===== config.mk =====
export PLATFORM = sky130hd
export DESIGN_NAME = null_sink_stats_flat
export DESIGN_NICKNAME = d
export VERILOG_FILES = /design/src/rtl/null_sink_stats_if.sv /design/src/rtl/null_sink_stats.sv /design/src/flat_wrapper.sv
export SDC_FILE = /design/constraint.sdc
export NUM_CORES = 1
export LEC_CHECK = 0
export CAP_MARGIN = 15
export CORE_MARGIN = 2
export CORE_UTILIZATION = 45
export CTS_CLUSTER_SIZE = 10
export DETAILED_ROUTE_END_ITERATION = 8
export REMOVE_ABC_BUFFERS = 1
export SLEW_MARGIN = 20
export SYNTH_ARGS = -nofsm -noshare
export SYNTH_HDL_FRONTEND = slang
export SYNTH_SLANG_ARGS = --single-unit

===== constraint.sdc =====
create_clock -name clk -period 7.5 [get_ports clk]
set_clock_uncertainty 0.15 [all_clocks]
set_input_delay 0.75 -clock clk [delete_from_list [all_inputs] [get_ports clk]]
set_output_delay 0.75 -clock clk [all_outputs]
set_load 0.005 [all_outputs]

===== src/rtl/null_sink_stats_if.sv =====
// Stream interface for the null sink: 64-bit CHDR AXI-stream, data/last/valid
// flow toward the sink, ready flows back.
interface null_sink_stats_if;
    logic [63:0] i_tdata;
    logic        i_tlast;
    logic        i_tvalid;
    logic        i_tready;

    modport master (output i_tdata, output i_tlast, output i_tvalid, input  i_tready);
    modport slave  (input  i_tdata, input  i_tlast, input  i_tvalid, output i_tready);
endinterface


===== src/rtl/null_sink_stats.sv =====
// null_sink_stats: terminating CHDR sink that accepts and discards every
// beat while gathering packet/line/cycle counts plus sequence and length
// error statistics, readable via a registered 4-entry readback port.
// Optional build macro NULL_SINK_PAYLOAD_CHECK_EN adds a per-beat payload
// index checker (pay_err) and moves last_seq to readback word 2.
module null_sink_stats #(
    parameter logic [7:0] SR_ENABLE      = 8'd132,
    parameter logic [7:0] SR_THROTTLE    = 8'd133,
    parameter logic [7:0] SR_CLEAR_STATS = 8'd134
) (
    input  logic                     clk,
    input  logic                     reset_n,
    input  logic                     clear,
    input  logic                     set_stb,
    input  logic [7:0]               set_addr,
    input  logic [31:0]              set_data,
    null_sink_stats_if.slave         s_axis,
    input  logic [1:0]               rb_addr,
    output logic [63:0]              rb_data
);

    typedef enum logic {ST_HDR, ST_BODY} state_t;

    state_t      r_state, w_state_nxt;
    logic        r_enable;
    logic [15:0] r_gap_n, r_gap;
    logic        r_tready;
    logic [15:0] r_beat_idx, r_exp_lines;
    logic        r_has_time;
    logic        r_armed;
    logic [11:0] r_exp_seq;
    logic [15:0] r_seq_err, r_len_err;
    logic [31:0] r_pkt_count;
    logic [47:0] r_line_count, r_cycle_count;
    logic        r_cyc_run;
    logic [31:0] r_last_sid;
    logic [11:0] r_last_seq;
    logic [15:0] r_last_len;
    logic [31:0] r_cur_sid;
    logic [11:0] r_cur_seq;
    logic [15:0] r_cur_len;

    logic        w_wr_en, w_wr_n, w_clr, w_beat, w_cnt, w_is_hdr, w_eop;
    logic [11:0] w_hdr_seq;
    logic [15:0] w_hdr_len, w_hdr_lines, w_beats_now, w_exp_now, w_gap_nxt;
    logic [16:0] w_len_round;
    logic        w_unused;

    assign w_wr_en   = set_stb && (set_addr == SR_ENABLE);
    assign w_wr_n    = set_stb && (set_addr == SR_THROTTLE);
    // Clear wins over any beat in the same cycle.
    assign w_clr     = clear | (set_stb && (set_addr == SR_CLEAR_STATS));
    assign w_beat    = s_axis.i_tvalid & r_tready;
    assign w_cnt     = w_beat & r_enable & ~w_clr;
    assign w_is_hdr  = (r_state == ST_HDR);
    assign w_eop     = w_cnt & s_axis.i_tlast;

    assign w_hdr_seq   = s_axis.i_tdata[59:48];
    assign w_hdr_len   = s_axis.i_tdata[47:32];
    assign w_len_round = {1'b0, w_hdr_len} + 17'd7;
    assign w_hdr_lines = {3'd0, w_len_round[16:3]};
    // Beats seen so far in this packet including the current one.
    assign w_beats_now = w_is_hdr ? 16'd1 : ((&r_beat_idx) ? r_beat_idx : r_beat_idx + 16'd1);
    assign w_exp_now   = w_is_hdr ? w_hdr_lines : r_exp_lines;
    assign w_gap_nxt   = (r_gap >= r_gap_n) ? 16'd0 : r_gap + 16'd1;

    assign s_axis.i_tready = r_tready;
    assign w_unused = &{1'b0, set_data[31:16], s_axis.i_tdata[63:60]};

    // Settings registers: enable and throttle gap survive clear.
    always_ff @(posedge clk or negedge reset_n) begin
        if (!reset_n) begin
            r_enable <= 1'b0;
            r_gap_n  <= 16'd0;
        end else begin
            if (w_wr_en) r_enable <= set_data[0];
            if (w_wr_n)  r_gap_n  <= set_data[15:0];
        end
    end

    // Ready throttle: high one cycle then low N cycles; a write to N or a clear restarts it.
    always_ff @(posedge clk or negedge reset_n) begin
        if (!reset_n) begin
            r_tready <= 1'b1;
            r_gap    <= 16'd0;
        end else if (w_wr_n || w_clr || r_gap_n == 16'd0) begin
            r_tready <= 1'b1;
            r_gap    <= 16'd0;
        end else begin
            r_gap    <= w_gap_nxt;
            r_tready <= (w_gap_nxt == 16'd0);
        end
    end

    // Parser state register.
    always_ff @(posedge clk or negedge reset_n) begin
        if (!reset_n) r_state <= ST_HDR;
        else          r_state <= w_state_nxt;
    end

    // Parser next state: tracks packet framing regardless of enable.
    always_comb begin
        w_state_nxt = r_state;
        if (w_clr) begin
            w_state_nxt = ST_HDR;
        end else if (w_beat) begin
            case (r_state)
                ST_HDR:  if (!s_axis.i_tlast) w_state_nxt = ST_BODY;
                ST_BODY: if (s_axis.i_tlast)  w_state_nxt = ST_HDR;
                default: w_state_nxt = ST_HDR;
            endcase
        end
    end

    // Per-packet tracking: beat index, expected lines, current header fields.
    always_ff @(posedge clk or negedge reset_n) begin
        if (!reset_n) begin
            r_beat_idx  <= 16'd0;
            r_exp_lines <= 16'd0;
            r_has_time  <= 1'b0;
            r_cur_sid   <= 32'd0;
            r_cur_seq   <= 12'd0;
            r_cur_len   <= 16'd0;
        end else if (w_clr) begin
            r_beat_idx  <= 16'd0;
            r_exp_lines <= 16'd0;
            r_has_time  <= 1'b0;
            r_cur_sid   <= 32'd0;
            r_cur_seq   <= 12'd0;
            r_cur_len   <= 16'd0;
        end else if (w_beat) begin
            r_beat_idx <= w_beats_now;
            if (w_is_hdr) begin
                r_exp_lines <= w_hdr_lines;
                r_has_time  <= s_axis.i_tdata[61];
                r_cur_sid   <= s_axis.i_tdata[31:0];
                r_cur_seq   <= w_hdr_seq;
                r_cur_len   <= w_hdr_len;
            end
        end
    end

    // Sequence check: first header after reset/clear/enable-rise only arms.
    always_ff @(posedge clk or negedge reset_n) begin
        if (!reset_n) begin
            r_armed   <= 1'b0;
            r_exp_seq <= 12'd0;
            r_seq_err <= 16'd0;
        end else if (w_clr) begin
            r_armed   <= 1'b0;
            r_exp_seq <= 12'd0;
            r_seq_err <= 16'd0;
        end else begin
            if (w_cnt && w_is_hdr) begin
                r_armed   <= 1'b1;
                r_exp_seq <= w_hdr_seq + 12'd1;
                if (r_armed && w_hdr_seq != r_exp_seq && !(&r_seq_err))
                    r_seq_err <= r_seq_err + 16'd1;
            end
            if (w_wr_en && set_data[0] && !r_enable)
                r_armed <= 1'b0;
        end
    end

    // Packet/line/length statistics and last-header latch at end of packet.
    always_ff @(posedge clk or negedge reset_n) begin
        if (!reset_n) begin
            r_pkt_count  <= 32'd0;
            r_len_err    <= 16'd0;
            r_line_count <= 48'd0;
            r_last_sid   <= 32'd0;
            r_last_seq   <= 12'd0;
            r_last_len   <= 16'd0;
        end else if (w_clr) begin
            r_pkt_count  <= 32'd0;
            r_len_err    <= 16'd0;
            r_line_count <= 48'd0;
            r_last_sid   <= 32'd0;
            r_last_seq   <= 12'd0;
            r_last_len   <= 16'd0;
        end else begin
            if (w_cnt && !(&r_line_count)) r_line_count <= r_line_count + 48'd1;
            if (w_eop) begin
                if (!(&r_pkt_count)) r_pkt_count <= r_pkt_count + 32'd1;
                if (w_beats_now != w_exp_now && !(&r_len_err))
                    r_len_err <= r_len_err + 16'd1;
                r_last_sid <= w_is_hdr ? s_axis.i_tdata[31:0] : r_cur_sid;
                r_last_seq <= w_is_hdr ? w_hdr_seq : r_cur_seq;
                r_last_len <= w_is_hdr ? w_hdr_len : r_cur_len;
            end
        end
    end

    // Active-cycle counter: runs from the first counted beat until enable drops.
    always_ff @(posedge clk or negedge reset_n) begin
        if (!reset_n) begin
            r_cyc_run     <= 1'b0;
            r_cycle_count <= 48'd0;
        end else if (w_clr) begin
            r_cyc_run     <= 1'b0;
            r_cycle_count <= 48'd0;
        end else if (!r_enable) begin
            r_cyc_run <= 1'b0;
        end else begin
            if (w_cnt) r_cyc_run <= 1'b1;
            if ((w_cnt || r_cyc_run) && !(&r_cycle_count))
                r_cycle_count <= r_cycle_count + 48'd1;
        end
    end

`ifdef NULL_SINK_PAYLOAD_CHECK_EN
    logic [15:0] r_pay_err;
    logic [15:0] w_pay_idx;
    logic        w_time_word;

    assign w_time_word = r_has_time && (r_beat_idx == 16'd1);
    assign w_pay_idx   = r_beat_idx - 16'd1 - {15'd0, r_has_time};

    // Payload checker: body payload beats must carry their index in [15:0].
    always_ff @(posedge clk or negedge reset_n) begin
        if (!reset_n)
            r_pay_err <= 16'd0;
        else if (w_clr)
            r_pay_err <= 16'd0;
        else if (w_cnt && !w_is_hdr && !w_time_word &&
                 s_axis.i_tdata[15:0] != w_pay_idx && !(&r_pay_err))
            r_pay_err <= r_pay_err + 16'd1;
    end
`endif

    // Registered readback mux.
    always_ff @(posedge clk or negedge reset_n) begin
        if (!reset_n) begin
            rb_data <= 64'd0;
        end else if (w_clr) begin
            rb_data <= 64'd0;
        end else begin
            case (rb_addr)
                2'd0: rb_data <= {r_seq_err, r_len_err, r_pkt_count};
                2'd1: rb_data <= {16'd0, r_line_count};
`ifdef NULL_SINK_PAYLOAD_CHECK_EN
                2'd2: rb_data <= {4'd0, r_last_seq, r_cycle_count};
                default: rb_data <= {r_last_sid, r_pay_err, r_last_len};
`else
                2'd2: rb_data <= {16'd0, r_cycle_count};
                default: rb_data <= {r_last_sid, 4'd0, r_last_seq, r_last_len};
`endif
            endcase
        end
    end

endmodule


===== src/flat_wrapper.sv =====
// flat-port wrapper written by rule: the top's interface ports become plain ports
module null_sink_stats_flat 
#(
    parameter logic [7:0] SR_ENABLE      = 8'd132,
    parameter logic [7:0] SR_THROTTLE    = 8'd133,
    parameter logic [7:0] SR_CLEAR_STATS = 8'd134
)
  (clk, reset_n, clear, set_stb, set_addr, set_data, rb_addr, rb_data, s_axis_i_tdata, s_axis_i_tlast, s_axis_i_tvalid, s_axis_i_tready);
  null_sink_stats_if s_axis_i ();
  input  logic clk;
  input  logic reset_n;
  input  logic clear;
  input  logic set_stb;
  input  logic [7:0] set_addr;
  input  logic [31:0] set_data;
  input  logic [1:0] rb_addr;
  output logic [63:0] rb_data;
  input wire logic [$bits(s_axis_i.i_tdata)-1:0] s_axis_i_tdata;
  input wire logic [$bits(s_axis_i.i_tlast)-1:0] s_axis_i_tlast;
  input wire logic [$bits(s_axis_i.i_tvalid)-1:0] s_axis_i_tvalid;
  output wire logic [$bits(s_axis_i.i_tready)-1:0] s_axis_i_tready;
  assign s_axis_i.i_tdata = s_axis_i_tdata;
  assign s_axis_i.i_tlast = s_axis_i_tlast;
  assign s_axis_i.i_tvalid = s_axis_i_tvalid;
  assign s_axis_i_tready = s_axis_i.i_tready;
  null_sink_stats #(.SR_ENABLE(SR_ENABLE), .SR_THROTTLE(SR_THROTTLE), .SR_CLEAR_STATS(SR_CLEAR_STATS)) u_core (.clk(clk), .reset_n(reset_n), .clear(clear), .set_stb(set_stb), .set_addr(set_addr), .set_data(set_data), .s_axis(s_axis_i), .rb_addr(rb_addr), .rb_data(rb_data));
endmodule

==> summary.md <==
| Metric | Value |
|---|---|
| RSZ-0062 raised after global routing | no |
| Clock Sinks | 425 |
| Root buffer cell | clkbuf_16 |
| Chip width | 224 µm |
| Total track usage | 22.5% |
| Number of enable flip-flop cells after synthesis | 0 |
| Net Sw Frac | 25.3% |
| Worst Setup Slack post-DPL | 2.90 ns |
| Final min period | 4.00 ns |
| Post-DP Area | 23900 µm² |
| Worst min-delay path class | in -> async |
| Vias/cell | ~5.6 |
| CP max-delay cell | nor4_4 |
| Leakage power | 10.5 nW |
| Netlist Area Pre-Place | between 20000 and 25000 µm² |
| Final hold vios | 0 |
| Vias in the first global route | approximately 16000 |
| Number of DRC markers in iteration 0 | 1248 |
| Pin count of the biggest net entering global routing | 175 |
| WL final | about 55000 µm |
| Async SR Flop Fraction | between 90% and 100% |
| Post-CTS Hold Fix Bufs | 0 |
| Layout cells sized above 1 | 8.07% |
| Delay of the slowest cell on the worst path | about 0.60 ns |
| Initial antenna violation count | 2 |
| Worst Path Required | around 8 ns |
| Antenna-violating nets left | 0 |
| Area Growth Syn to Fin | 15.5% |
| Slew Limit Fails | 0 |
| Clock-pin slew on the worst setup and hold paths | 0.06 ns |
| #FFs+latches synth | 425 |
| # fillers | 4363 |
| Mapped Avg Cell Area | roughly 9.9 µm² |
| First-pass iteration count of the detailed router | 6 |
| Primary FF master, synth | dfrtp_1 |
| Sequential element share of the synthesized area | 48.6% |
| Die area | 50400 µm² |
| Cells along the critical path | ha_1, nand3_4, nor4_4, mux2_1, a211oi_1, a2111oi_2, and4bb_1, a21o_4, or4_1, a21oi_1 |
| Post-cts sizing count | 0 |
| Crit-path max FO | 26 |
| Crit share post-route | a little over half |
| Post-synth top cells | 424 x dfrtp_1, 295 x nor2_1, 239 x nand2_1 |
| Final Setup Violations | 0 |
| CTS tree | yes |
| Cell area after layout | 25300 µm² |
| IO Pins | 177 |
| Detailed Place HPWL | 37000 µm |
| Worst slew pin tran | 1.07 ns |
| Cell taking the most area after synthesis | dfrtp_1 |
| GPL Wtd Cong | 0.926 |
| DRC | 0 |
| Synthesized instance count | 2205 |
| First-pass GRT wire length | 90600 µm |
| Cell Pwr Density | between 150 and 200 nW/µm² |
| Peak supply drop | 0.131 mV |
| Worst-Skew Late Latency | 0.60 ns |
| CTS H-tree depth | 2 |
| Setup bufs post-CTS | 0 |
| Final worst slack | 3.50 ns |
| Num CTS Buffers | 50 |
| Post-synth cell types | 78 |
| Part of the power in combinational logic | 9.3% |
| Share of power burned in registers | 47.3% |
| CORE AREA | 47800 µm² |
| Crit path kind | reg -> reg |
| Fmax | ~250 MHz |
| Rows | 80 |
| Max cap viols | 0 |
| Initial Util | 45.7% |
| Yosys top cell area share | 48.5% |
| Net count, final | 2433 |
| CP endpoint kind | flop |
| Wirelength per Cell | 18.8 µm |
| Die span in y | 224 µm |
| Synth top area cells | dfrtp_1 49%, nor2_1 5.1%, xor2_1 4.7%, mux4_2 4.5%, nand2_1 4.1% |
| Clock Path Buffers | 3 |
| Synth Warn # | 0 |
| Clock power frac | 43.5% |
| Setup crit start kind | flop |
| NetSw | 1.27 mW |
| Int Pwr | roughly 3.8 mW |
| Status | complete, no violations |
| Vias | 16500 |
| Critical Path AT | 4.36 ns |
| Most numerous cell in the Yosys netlist | dfrtp_1 |
| Slew HR | 27.9% |
| Port Buffers | between 150 and 200 |
| Grt ovf | 0 |
## state kept, by name, indices dropped and copies added (netlist names), 12 cells and up
name and count:
u_core.r_len_err 16, u_core.r_pkt_count 32, u_core.rb_data 64, u_core.r_last_sid 32, u_core.r_cur_seq 12, u_core.r_cur_sid 32
u_core.r_last_seq 12, u_core.r_exp_lines 16, u_core.r_cycle_count 48, u_core.r_line_count 48, u_core.r_last_len 16, u_core.r_cur_len 16
u_core.r_beat_idx 16, u_core.r_gap 16, u_core.r_seq_err 16, u_core.r_exp_seq 12, u_core.r_gap_n 16
## metal layers
layer / vias up / wire (µm) / GRT usage (%) / share of wire [%]
met1: 8224 / 25300 / 31.7 / 46
met5: - / 10 / 0 / 0.018
met4: 2 / 1410 / 6.67 / 2.6
li1: 7894 / - / - / -
met2: 335 / 26100 / 36.0 / 47
met3: 91 / 2390 / 3.53 / 4.3
## worst max-delay path: cells and delay by family, from the launching register on
family | cells | cell delay (ns)
compound gates | 4 | 0.92
fa+ha+maj | 1 | 0.35
flops | 1 | 0.52
mux | 1 | 0.39
simple gates | 4 | 1.57
## stage by stage
step	util [%]	TNS [ns]	instances	hold WS [ns]	power, mW
after global placement	49.9	0	2860	0.336	2.88
after floorplan	-	-5863.36	2069	0.304	2.67
final	52.8	0	2934	0.112	5.03
after CTS	52.8	0	2933	0.119	5.10
after detailed placement	49.9	0	2860	0.343	2.89
after global routing	52.8	0	2934	0.154	5.24
## logic make-up (layout without fill, tap and decap cells)
group / Yosys count / count (layout) / synth area share [%]
and+or+nand+nor: 917 / 917 / 20.3
DFF: 425 / 425 / 48.6
muxes: 137 / 137 / 8.90
xor gates and xnor gates: 183 / 183 / 7.33
other: 0 / 1 / 0
adders and majority gates: 24 / 24 / 1.37
AOI/OAI and AO/OA: 340 / 340 / 10.2
buffers and inverters: 179 / 292 / 3.28
## cells in the final DEF (no fill, tap or decap), types with 24 or more instances in the layout
cell type / Yosys / layout
nand2_1: 239 / 238
xnor2_1: 66 / 66
and3_1: 43 / 43
xor2_1: 117 / 117
or3_1: 28 / 28
mux2i_1: 74 / 74
mux4_2: 44 / 44
ha_1: 24 / 24
clkbuf_16: 0 / 50
a21oi_1: 114 / 114
nor2_1: 295 / 292
o21ai_0: 50 / 50
a211oi_1: 68 / 68
inv_1: 43 / 43
dfrtp_1: 424 / 423
nor2b_1: 50 / 50
nand3_1: 95 / 95
nand4_1: 39 / 39
clkdlybuf4s50_1: 0 / 153
nor3_1: 29 / 29
## area by class of cell
type	count	area, µm²	area share [%]
Inverter	43	161	0.639
Antenna cell	1	2.50	0.00991
Clock inverter	4	38.8	0.154
Timing Repair Buffer	176	1730	6.86
Multi-Input combinational cell	1601	10600	41.8
Clock buffer	69	1360	5.39
Tap cell	615	769	3.05
Sequential cell	425	10600	42.1
## power by group through the flow
stage,clock network (mW),registers [mW],logic (mW)
after floorplan,0,2.42,0.256
after global placement,0,2.42,0.466
after detailed placement,0,2.42,0.473
after CTS,2.25,2.38,0.474
after global routing,2.34,2.38,0.520
final,2.18,2.38,0.465
## worst paths after layout
| kind | startpoint | to | cells past startpoint | slack (ns) |
|---|---|---|---|---|
| min reg2reg | u_core.r_gap[0]$_DFF_PN0_ | u_core.r_gap[0]$_DFF_PN0_ | 1 | 0.35 |
| min in group clk | u_core.r_gap[0]$_DFF_PN0_ | u_core.r_gap[0]$_DFF_PN0_ | 1 | 0.35 |
| max in group asynchronous | reset_n | u_core.r_state$_DFFE_PN0P_ | 2 | 5.59 |
| max | u_core.r_beat_idx[0]$_DFFE_PN0P_ | u_core.r_len_err[9]$_DFFE_PN0P_ | 10 | 3.50 |
| min | reset_n | u_core.rb_data[36]$_DFF_PN0_ | 1 | 0.11 |
| max reg2reg | u_core.r_beat_idx[0]$_DFFE_PN0P_ | u_core.r_len_err[9]$_DFFE_PN0P_ | 10 | 3.50 |
Note: power is estimated with default switching activity, not from simulation.
